`src/rtl/cv32e40s_pkg.sv`:
```
// Shared types for the cv32e40s prefetch controller: FSM state encoding and FIFO entry layout.
package cv32e40s_pkg;

  typedef enum logic [1:0] {
    PF_IDLE     = 2'd0,
    PF_RUN      = 2'd1,
    PF_ERR_HALT = 2'd2
  } prefetch_state_e;

  typedef struct packed {
    logic [31:0] rdata;
    logic [31:0] addr;
    logic        err;
  } pf_entry_t;

endpackage

```
`src/rtl/cv32e40s_prefetch_ctrl_if.sv`:
```
// Fetch-side handshake and OBI instruction bus seen by the prefetch controller.
interface cv32e40s_prefetch_ctrl_if;

  logic        branch_i;
  logic [31:0] branch_addr_i;
  logic        fetch_valid_o;
  logic        fetch_ready_i;
  logic [31:0] fetch_rdata_o;
  logic [31:0] fetch_addr_o;
  logic        fetch_err_o;
  logic        trans_valid_o;
  logic        trans_ready_i;
  logic [31:0] trans_addr_o;
  logic        resp_valid_i;
  logic [31:0] resp_rdata_i;
  logic        resp_err_i;

  modport master (
    input  branch_i, branch_addr_i, fetch_ready_i, trans_ready_i,
    input  resp_valid_i, resp_rdata_i, resp_err_i,
    output fetch_valid_o, fetch_rdata_o, fetch_addr_o, fetch_err_o,
    output trans_valid_o, trans_addr_o
  );

  modport slave (
    output branch_i, branch_addr_i, fetch_ready_i, trans_ready_i,
    output resp_valid_i, resp_rdata_i, resp_err_i,
    input  fetch_valid_o, fetch_rdata_o, fetch_addr_o, fetch_err_o,
    input  trans_valid_o, trans_addr_o
  );

endinterface

```
`src/rtl/cv32e40s_pf_fifo.sv`:
```
// DEPTH-entry circular FIFO of prefetched words with synchronous flush; storage itself is not reset.
module cv32e40s_pf_fifo
  import cv32e40s_pkg::*;
#(
  parameter int DEPTH     = 3,
  parameter int CNT_WIDTH = $clog2(DEPTH + 1)
) (
  input  logic                 clk,
  input  logic                 rst_n,
  input  logic                 flush,
  input  logic                 push,
  input  pf_entry_t            push_data,
  input  logic                 pop,
  output pf_entry_t            head,
  output logic [CNT_WIDTH-1:0] cnt
);

  localparam int PTR_W = (DEPTH > 1) ? $clog2(DEPTH) : 1;

  pf_entry_t            mem [DEPTH];
  logic [PTR_W-1:0]     rd_ptr_q;
  logic [PTR_W-1:0]     wr_ptr_q;
  logic [CNT_WIDTH-1:0] cnt_q;
  logic                 wr_en;
  logic                 rd_en;

  function automatic logic [PTR_W-1:0] ptr_inc(input logic [PTR_W-1:0] p);
    return (p == PTR_W'(DEPTH - 1)) ? '0 : p + PTR_W'(1);
  endfunction

  // A write into a full FIFO is only allowed when the head leaves in the same cycle
  assign wr_en = push & ((cnt_q != CNT_WIDTH'(DEPTH)) | pop);
  assign rd_en = pop & (cnt_q != '0);

  always_ff @(posedge clk or negedge rst_n) begin
    if (!rst_n) begin
      rd_ptr_q <= '0;
      wr_ptr_q <= '0;
      cnt_q    <= '0;
    end else if (flush) begin
      rd_ptr_q <= '0;
      wr_ptr_q <= '0;
      cnt_q    <= '0;
    end else begin
      if (wr_en) wr_ptr_q <= ptr_inc(wr_ptr_q);
      if (rd_en) rd_ptr_q <= ptr_inc(rd_ptr_q);
      cnt_q <= cnt_q + CNT_WIDTH'(wr_en) - CNT_WIDTH'(rd_en);
    end
  end

  always_ff @(posedge clk) begin
    if (wr_en && !flush) mem[wr_ptr_q] <= push_data;
  end

  assign head = mem[rd_ptr_q];
  assign cnt  = cnt_q;

endmodule

```
`src/rtl/cv32e40s_prefetch_ctrl.sv`:
```
// Prefetch controller: sequential OBI fetch with credit-based flow control, branch flush and discard.
// Optional CV32E40S_PF_ERR_STOP_EN: a kept error response halts fetching until the next branch.
module cv32e40s_prefetch_ctrl
  import cv32e40s_pkg::*;
#(
  parameter int DEPTH       = 3,
  parameter int MAX_OUTSTND = 2,
  parameter int CNT_WIDTH   = $clog2(DEPTH + 1),
  parameter int OUT_WIDTH   = $clog2(MAX_OUTSTND + 1)
) (
  input  logic                     clk,
  input  logic                     rst_n,
  cv32e40s_prefetch_ctrl_if.master bus,
  output logic [OUT_WIDTH-1:0]     outstnd_cnt_o,
  output logic                     busy_o
);

  prefetch_state_e      st_q, st_d;
  logic [31:0]          req_addr_q, resp_addr_q;
  logic [31:0]          br_tgt;
  logic [31:0]          trans_addr;
  logic [OUT_WIDTH-1:0] outstnd_q, discard_q;
  logic [CNT_WIDTH-1:0] fifo_cnt;
  logic                 trans_valid;
  logic                 accept, push, pop, fifo_nempty, fetch_valid;
  pf_entry_t            head, push_data;

  // Room check counts only responses that will actually land in the FIFO
  function automatic logic has_credit(input logic [CNT_WIDTH-1:0] cnt,
                                      input logic [OUT_WIDTH-1:0] outstnd,
                                      input logic [OUT_WIDTH-1:0] discard);
    return (32'(cnt) + 32'(outstnd - discard)) < 32'(DEPTH);
  endfunction

  assign br_tgt      = bus.branch_addr_i & 32'hFFFF_FFFC;
  assign fifo_nempty = (fifo_cnt != '0);
  assign fetch_valid = fifo_nempty & ~bus.branch_i;
  assign pop         = fetch_valid & bus.fetch_ready_i;
  assign push        = bus.resp_valid_i & ~bus.branch_i & (discard_q == '0);
  assign accept      = trans_valid & bus.trans_ready_i;

  always_comb begin
    st_d        = st_q;
    trans_valid = 1'b0;
    trans_addr  = req_addr_q;
    if (bus.branch_i) begin
      st_d        = PF_RUN;
      trans_valid = (outstnd_q < OUT_WIDTH'(MAX_OUTSTND));
      trans_addr  = br_tgt;
    end else begin
      case (st_q)
        PF_RUN: begin
          trans_valid = (outstnd_q < OUT_WIDTH'(MAX_OUTSTND)) &&
                        has_credit(fifo_cnt, outstnd_q, discard_q);
`ifdef CV32E40S_PF_ERR_STOP_EN
          if (push && bus.resp_err_i) st_d = PF_ERR_HALT;
`endif
        end
        default: ;
      endcase
    end
  end

  always_ff @(posedge clk or negedge rst_n) begin
    if (!rst_n) begin
      st_q        <= PF_IDLE;
      req_addr_q  <= '0;
      resp_addr_q <= '0;
      outstnd_q   <= '0;
      discard_q   <= '0;
    end else begin
      st_q      <= st_d;
      outstnd_q <= outstnd_q + OUT_WIDTH'(accept) - OUT_WIDTH'(bus.resp_valid_i);
      if (accept)            req_addr_q <= trans_addr + 32'd4;
      else if (bus.branch_i) req_addr_q <= br_tgt;
      // Everything still in flight at a branch belongs to the old stream
      if (bus.branch_i)
        discard_q <= outstnd_q - OUT_WIDTH'(bus.resp_valid_i);
      else if (bus.resp_valid_i && discard_q != '0)
        discard_q <= discard_q - OUT_WIDTH'(1);
      if (bus.branch_i) resp_addr_q <= br_tgt;
      else if (push)    resp_addr_q <= resp_addr_q + 32'd4;
    end
  end

  assign push_data.rdata = bus.resp_rdata_i;
  assign push_data.addr  = resp_addr_q;
  assign push_data.err   = bus.resp_err_i;

  cv32e40s_pf_fifo #(
    .DEPTH     (DEPTH),
    .CNT_WIDTH (CNT_WIDTH)
  ) u_fifo (
    .clk       (clk),
    .rst_n     (rst_n),
    .flush     (bus.branch_i),
    .push      (push),
    .push_data (push_data),
    .pop       (pop),
    .head      (head),
    .cnt       (fifo_cnt)
  );

  assign bus.trans_valid_o = trans_valid;
  assign bus.trans_addr_o  = trans_addr;
  assign bus.fetch_valid_o = fetch_valid;
  // Unreset storage is masked so the fetch outputs read zero while empty
  assign bus.fetch_rdata_o = fifo_nempty ? head.rdata : '0;
  assign bus.fetch_addr_o  = fifo_nempty ? head.addr  : '0;
  assign bus.fetch_err_o   = fifo_nempty & head.err;
  assign outstnd_cnt_o     = outstnd_q;
  assign busy_o            = (outstnd_q != '0) | fifo_nempty;

endmodule

```
`src/flat_wrapper.sv`:
```
// flat-port wrapper written by rule: the top's interface ports become plain ports
module cv32e40s_prefetch_ctrl_flat import cv32e40s_pkg::*;
#(
  parameter int DEPTH       = 3,
  parameter int MAX_OUTSTND = 2,
  parameter int CNT_WIDTH   = $clog2(DEPTH + 1),
  parameter int OUT_WIDTH   = $clog2(MAX_OUTSTND + 1)
)
  (clk, rst_n, outstnd_cnt_o, busy_o, bus_branch_i, bus_branch_addr_i, bus_fetch_ready_i, bus_trans_ready_i, bus_resp_valid_i, bus_resp_rdata_i, bus_resp_err_i, bus_fetch_valid_o, bus_fetch_rdata_o, bus_fetch_addr_o, bus_fetch_err_o, bus_trans_valid_o, bus_trans_addr_o);
  cv32e40s_prefetch_ctrl_if bus_i ();
  input  logic clk;
  input  logic rst_n;
  output logic [OUT_WIDTH-1:0] outstnd_cnt_o;
  output logic busy_o;
  input wire logic [$bits(bus_i.branch_i)-1:0] bus_branch_i;
  input wire logic [$bits(bus_i.branch_addr_i)-1:0] bus_branch_addr_i;
  input wire logic [$bits(bus_i.fetch_ready_i)-1:0] bus_fetch_ready_i;
  input wire logic [$bits(bus_i.trans_ready_i)-1:0] bus_trans_ready_i;
  input wire logic [$bits(bus_i.resp_valid_i)-1:0] bus_resp_valid_i;
  input wire logic [$bits(bus_i.resp_rdata_i)-1:0] bus_resp_rdata_i;
  input wire logic [$bits(bus_i.resp_err_i)-1:0] bus_resp_err_i;
  output wire logic [$bits(bus_i.fetch_valid_o)-1:0] bus_fetch_valid_o;
  output wire logic [$bits(bus_i.fetch_rdata_o)-1:0] bus_fetch_rdata_o;
  output wire logic [$bits(bus_i.fetch_addr_o)-1:0] bus_fetch_addr_o;
  output wire logic [$bits(bus_i.fetch_err_o)-1:0] bus_fetch_err_o;
  output wire logic [$bits(bus_i.trans_valid_o)-1:0] bus_trans_valid_o;
  output wire logic [$bits(bus_i.trans_addr_o)-1:0] bus_trans_addr_o;
  assign bus_i.branch_i = bus_branch_i;
  assign bus_i.branch_addr_i = bus_branch_addr_i;
  assign bus_i.fetch_ready_i = bus_fetch_ready_i;
  assign bus_i.trans_ready_i = bus_trans_ready_i;
  assign bus_i.resp_valid_i = bus_resp_valid_i;
  assign bus_i.resp_rdata_i = bus_resp_rdata_i;
  assign bus_i.resp_err_i = bus_resp_err_i;
  assign bus_fetch_valid_o = bus_i.fetch_valid_o;
  assign bus_fetch_rdata_o = bus_i.fetch_rdata_o;
  assign bus_fetch_addr_o = bus_i.fetch_addr_o;
  assign bus_fetch_err_o = bus_i.fetch_err_o;
  assign bus_trans_valid_o = bus_i.trans_valid_o;
  assign bus_trans_addr_o = bus_i.trans_addr_o;
  cv32e40s_prefetch_ctrl #(.DEPTH(DEPTH), .MAX_OUTSTND(MAX_OUTSTND), .CNT_WIDTH(CNT_WIDTH), .OUT_WIDTH(OUT_WIDTH)) u_core (.clk(clk), .rst_n(rst_n), .bus(bus_i), .outstnd_cnt_o(outstnd_cnt_o), .busy_o(busy_o));
endmodule
```
`config.mk`:
```
export PLATFORM = sky130hd
export DESIGN_NAME = cv32e40s_prefetch_ctrl_flat
export DESIGN_NICKNAME = d
export VERILOG_FILES = /design/src/rtl/cv32e40s_pkg.sv /design/src/rtl/cv32e40s_prefetch_ctrl_if.sv /design/src/rtl/cv32e40s_pf_fifo.sv /design/src/rtl/cv32e40s_prefetch_ctrl.sv /design/src/flat_wrapper.sv
export SDC_FILE = /design/constraint.sdc
export NUM_CORES = 1
export LEC_CHECK = 0
export BUFFER_PORTS_ARGS = -buffer_cell sky130_fd_sc_hd__buf_4
export CAP_MARGIN = 20
export CORE_MARGIN = 5
export CORE_UTILIZATION = 45
export DETAILED_ROUTE_END_ITERATION = 16
export GPL_TIMING_DRIVEN = 0
export PLACE_DENSITY = 0.64
export SYNTH_ARGS = -nofsm -noshare
export SYNTH_HDL_FRONTEND = slang
export SYNTH_SLANG_ARGS = --single-unit
```
`constraint.sdc`:
```
create_clock -name clk -period 16.9 [get_ports clk]
set_input_delay 0.845 -clock clk [delete_from_list [all_inputs] [get_ports clk]]
set_output_delay 0.845 -clock clk [all_outputs]
set_load 0.05 [all_outputs]
```
==> reports/results.tsv <==
stage	metric	value	unit
setup_path	cp.required	16.06	ns
floorplan	die_h	171	um
drt	drtAntennaViolNets	0	
clock_tree	cts_tree	done	
finish	syn2layout_area_growth	22.9	%
sta	finalCriticalPeriod	4.12	ns
sta	fin_tns_setup	0	ns
synthesis	synth-async-reset-ratio	0.279	
clock_tree	clkTransAtPathRegs	0.06	ns
sta	clock.fmax	243	MHz
place	gp_congestion	0.808	
setup_path	cp-endpoint	bus_trans_valid_o	
clock_tree	clk-insertion-delay-late	0.53	ns
place	dp_hpwl	18.6	mm
floorplan	ioPinCount	173	
sta	rsz0062_at_grt	false	
grt	grt_pass1_wl	41.5	mm
synthesis	syn_avg_cell_area	12.3	um^2
grt	grt_pass1_vias	7876	
setup_path	arrival	3.28	ns
finish	diodes	0	
floorplan	fp.dieW	171	um
clock_tree	postCtsHoldBufs	0	
finish	layout.nets	1247	
floorplan	coreArea	25800	um^2
power_and_ir_drop	vdd_drop_max	81.5	uV
job	max-cap-violations	0	
floorplan	start_util	0.452	
synthesis	synth-seq-cells	262	
setup_path	cp-startpoint	u_core.outstnd_cnt_o[0]$_DFF_PN0_	
power_and_ir_drop	power_density	126	nW/um^2
finish	post-route-cell-area	14300	um^2
clock_tree	postCtsSetupRepairBufs	0	
clock_tree	cts_resized	0	
synthesis	ys_warn_count	0	
place	port-buffer-count	167	
drt	drc	0	
sta	finalClockSkew	0.0133	ns
sta	tightest_slew	0.991	ns
setup_path	startpoint_type	flop	
sta	worst_slew_margin_rel	0.339	
setup_path	rr_worst_depth	14	
sta	finalSetupViolCount	0	
worst_hold_path	hold_path.class	reg -> reg	
synthesis	synth.cell_area	11700	um^2
floorplan	num_rows	59	
sta	finalHoldViolCount	0	
setup_path	worstSetupEndpointType	output port	
drt	routedWlPerCell	17.3	um
finish	fill_cells	2248	
synthesis	dominantRegCellSynth	edfxtp_1	
synthesis	syn_inst	950	
place	place_area	13500	um^2
power_and_ir_drop	p_leak	5.54	nW
drt	firstDrtPassIters	5	
synthesis	synth_area_leaders	edfxtp_1 49%, dfrtp_1 16%, mux2i_1 6.2%	
sta	final-max-slew-violation-count	0	
setup_path	path_class	reg -> out	
clock_tree	cts_buffer_depth	3	
setup_path	r2r_end	u_core.req_addr_q[12]$_DFF_PN0_	
drt	via_per_inst	5.02	
synthesis	synth_top_cell_by_area	edfxtp_1	
drt	drt_iter0_markers	388	
grt	antenna_found_initial	0	
synthesis	synth_edf_count	189	
run_status	status	finished clean	
synthesis	synth_seq_area_share	0.643	
synthesis	ys_types	56	
sta	post-route-period-util	0.244	
finish	drive_gt1_frac	0.222	
setup_path	worst-r2r-setup-slack	13.33	ns
drt	routed_wl	26.2	mm
grt	overflow	0	
grt	grtUsageTotal	0.179	
drt	dr_total_vias	7604	
clock_tree	cts_inserted_buffers	27	
clock_tree	clockRootBuffer	clkbuf_16	
synthesis	synth_top_cell_area_share	0.486	
setup_path	rr_startpoint	u_core.outstnd_cnt_o[0]$_DFF_PN0_	
grt	grt_start_max_net_pins	74	
setup_path	worstPathMaxFanout	5	
clock_tree	clock_sinks	262	
clock_tree	htree_levels	1	
floorplan	die_area	29300	um^2
==> cell usage in the layout, fill, tap and decap left out, drive strengths merged, types with 3 or more instances in the layout <==
master  synthesis  final
and2            4      4
nor2b           5      5
nor3b           3      3
nor4           10     10
and4            6      6
nor2          154    154
nand4           9      9
nand3          17     17
nand3b          3      3
nand2b          5      5
clkbuf         30     69
nand2          55     55
buf            22    201
mux2            4      4
ha             15     15
a21oi          74     74
o21ai          49     49
nor3           16     16
clkinv          0      7
nor4b           3      3
dfrtp          73     73
xor2           25     25
edfxtp        189    189
xnor2          37     37
mux2i          72     72
inv            42     43
nand4b          4      4
a31oi           3      3
==> registers in the layout, indices dropped and copies added, names as in the netlist <==
register	flops
u_core.u_fifo.rd_ptr_q	2
u_core.resp_addr_q	30
u_core.outstnd_cnt_o	2
u_core.u_fifo.mem	189
u_core.u_fifo.cnt	2
u_core.req_addr_q	32
u_core.u_fifo.wr_ptr_q	2
u_core.st_q	1
u_core.discard_q	2
==> report_power, final <==
group	leakage (nW)	switching, mW	internal (mW)	total [mW]
clock network	0.409	0.234	0.331	0.564
logic	2.53	0.323	0.156	0.479
registers	2.60	0.0273	0.735	0.762
total	5.54	0.584	1.22	1.80
==> per-layer routing <==
| metal | track usage | up-vias | part of all wire |
|---|---|---|---|
| met3 | 0.0303 | 28 | 0.055 |
| met1 | 0.244 | 3624 | 0.45 |
| met5 | 0 | - | 0 |
| li1 | - | 3765 | - |
| met4 | 0.0348 | 0 | 0.012 |
| met2 | 0.305 | 187 | 0.49 |
==> cells in the mapped netlist (2+ instances only) <==
cell      instances
nor4_2            8
edfxtp_1        189
nand3b_1          2
and2_1            3
a21oi_2           2
nand3_1          17
clkbuf_1         30
xnor2_1          37
nand4b_1          2
xor2_1           25
o21ai_1           4
mux2_2            4
and4_1            6
nor2b_1           5
ha_1             15
buf_6             4
buf_2             9
nor2_1          154
o21ai_0          45
nand2_1          55
buf_4             2
dfrtp_1          73
a21o_1            2
nor4_1            2
nor4b_2           3
and3_1            2
buf_1             7
nor3b_1           3
a31oi_1           3
fa_1              2
nand2b_1          5
inv_1            42
nor3_1           15
nand4_1           9
mux2i_1          72
a21oi_1          72
==> cell type report <==
class                   count  area, um^2  share of cell area
flip-flops and latches    262        7500               0.523
multi-input cells         595        3790               0.264
repair buffers            179        1400              0.0973
clock buffers              39         731              0.0509
well taps                 335         419              0.0292
plain buffers              52         244              0.0170
inverters                  42         160              0.0112
clock inverters            11         109             0.00759
==> stage by stage <==
step | util | instances | worst slack, ns | hold WS (ns) | total power [mW]
6_report | 0.555 | 1515 | 12.78 | 0.457 | 1.80
5_1_grt | 0.555 | 1515 | 12.58 | 0.473 | 1.90
4_1_cts | 0.555 | 1515 | 12.72 | 0.460 | 1.83
3_5_place_dp | 0.523 | 1465 | 12.85 | 0.450 | 1.26
3_3_place_gp | 0.517 | 1453 | 6.52 | 0.454 | 1.25
2_1_floorplan | - | 951 | 9.98 | 0.428 | 1.11
==> worst min path at each step <==
stage               cells past startpoint                  startpoint                            endpoint
floorplan                               1  u_core.st_q[0]$_DFFE_PN0P_          u_core.st_q[0]$_DFFE_PN0P_
global placement                        1  u_core.st_q[0]$_DFFE_PN0P_          u_core.st_q[0]$_DFFE_PN0P_
detailed placement                      1  u_core.st_q[0]$_DFFE_PN0P_          u_core.st_q[0]$_DFFE_PN0P_
CTS                                     1  u_core.st_q[0]$_DFFE_PN0P_          u_core.st_q[0]$_DFFE_PN0P_
global route                            1         bus_resp_rdata_i[9]  u_core.u_fifo.mem[2][42]$_DFFE_PP_
finish                                  1  u_core.st_q[0]$_DFFE_PN0P_          u_core.st_q[0]$_DFFE_PN0P_
==> worst max-delay path: stages, from the launching register on <==
cell      delay (ns)
dfrtp_1         0.35
inv_1           0.08
ha_1            0.21
fa_1            0.48
inv_1           0.07
ha_1            0.26
a21o_1          0.20
nand2_1         0.09
ha_1            0.24
and4bb_2        0.24
a41oi_2         0.28
nor2_1          0.07
buf_4           0.19
==> cell families after synthesis <==
group                    Yosys count  synth area share
AO/OA/AOI/OAI                    138            0.0652
XOR/XNOR                          62            0.0465
adder cells (fa/ha/maj)           17            0.0195
buffers and inverters             94            0.0344
flip-flops                       262             0.643
multiplexers                      76            0.0656
other                              1          0.000321
AND/OR/NAND/NOR                  300             0.126
Note: power is estimated with default switching activity, not from simulation.
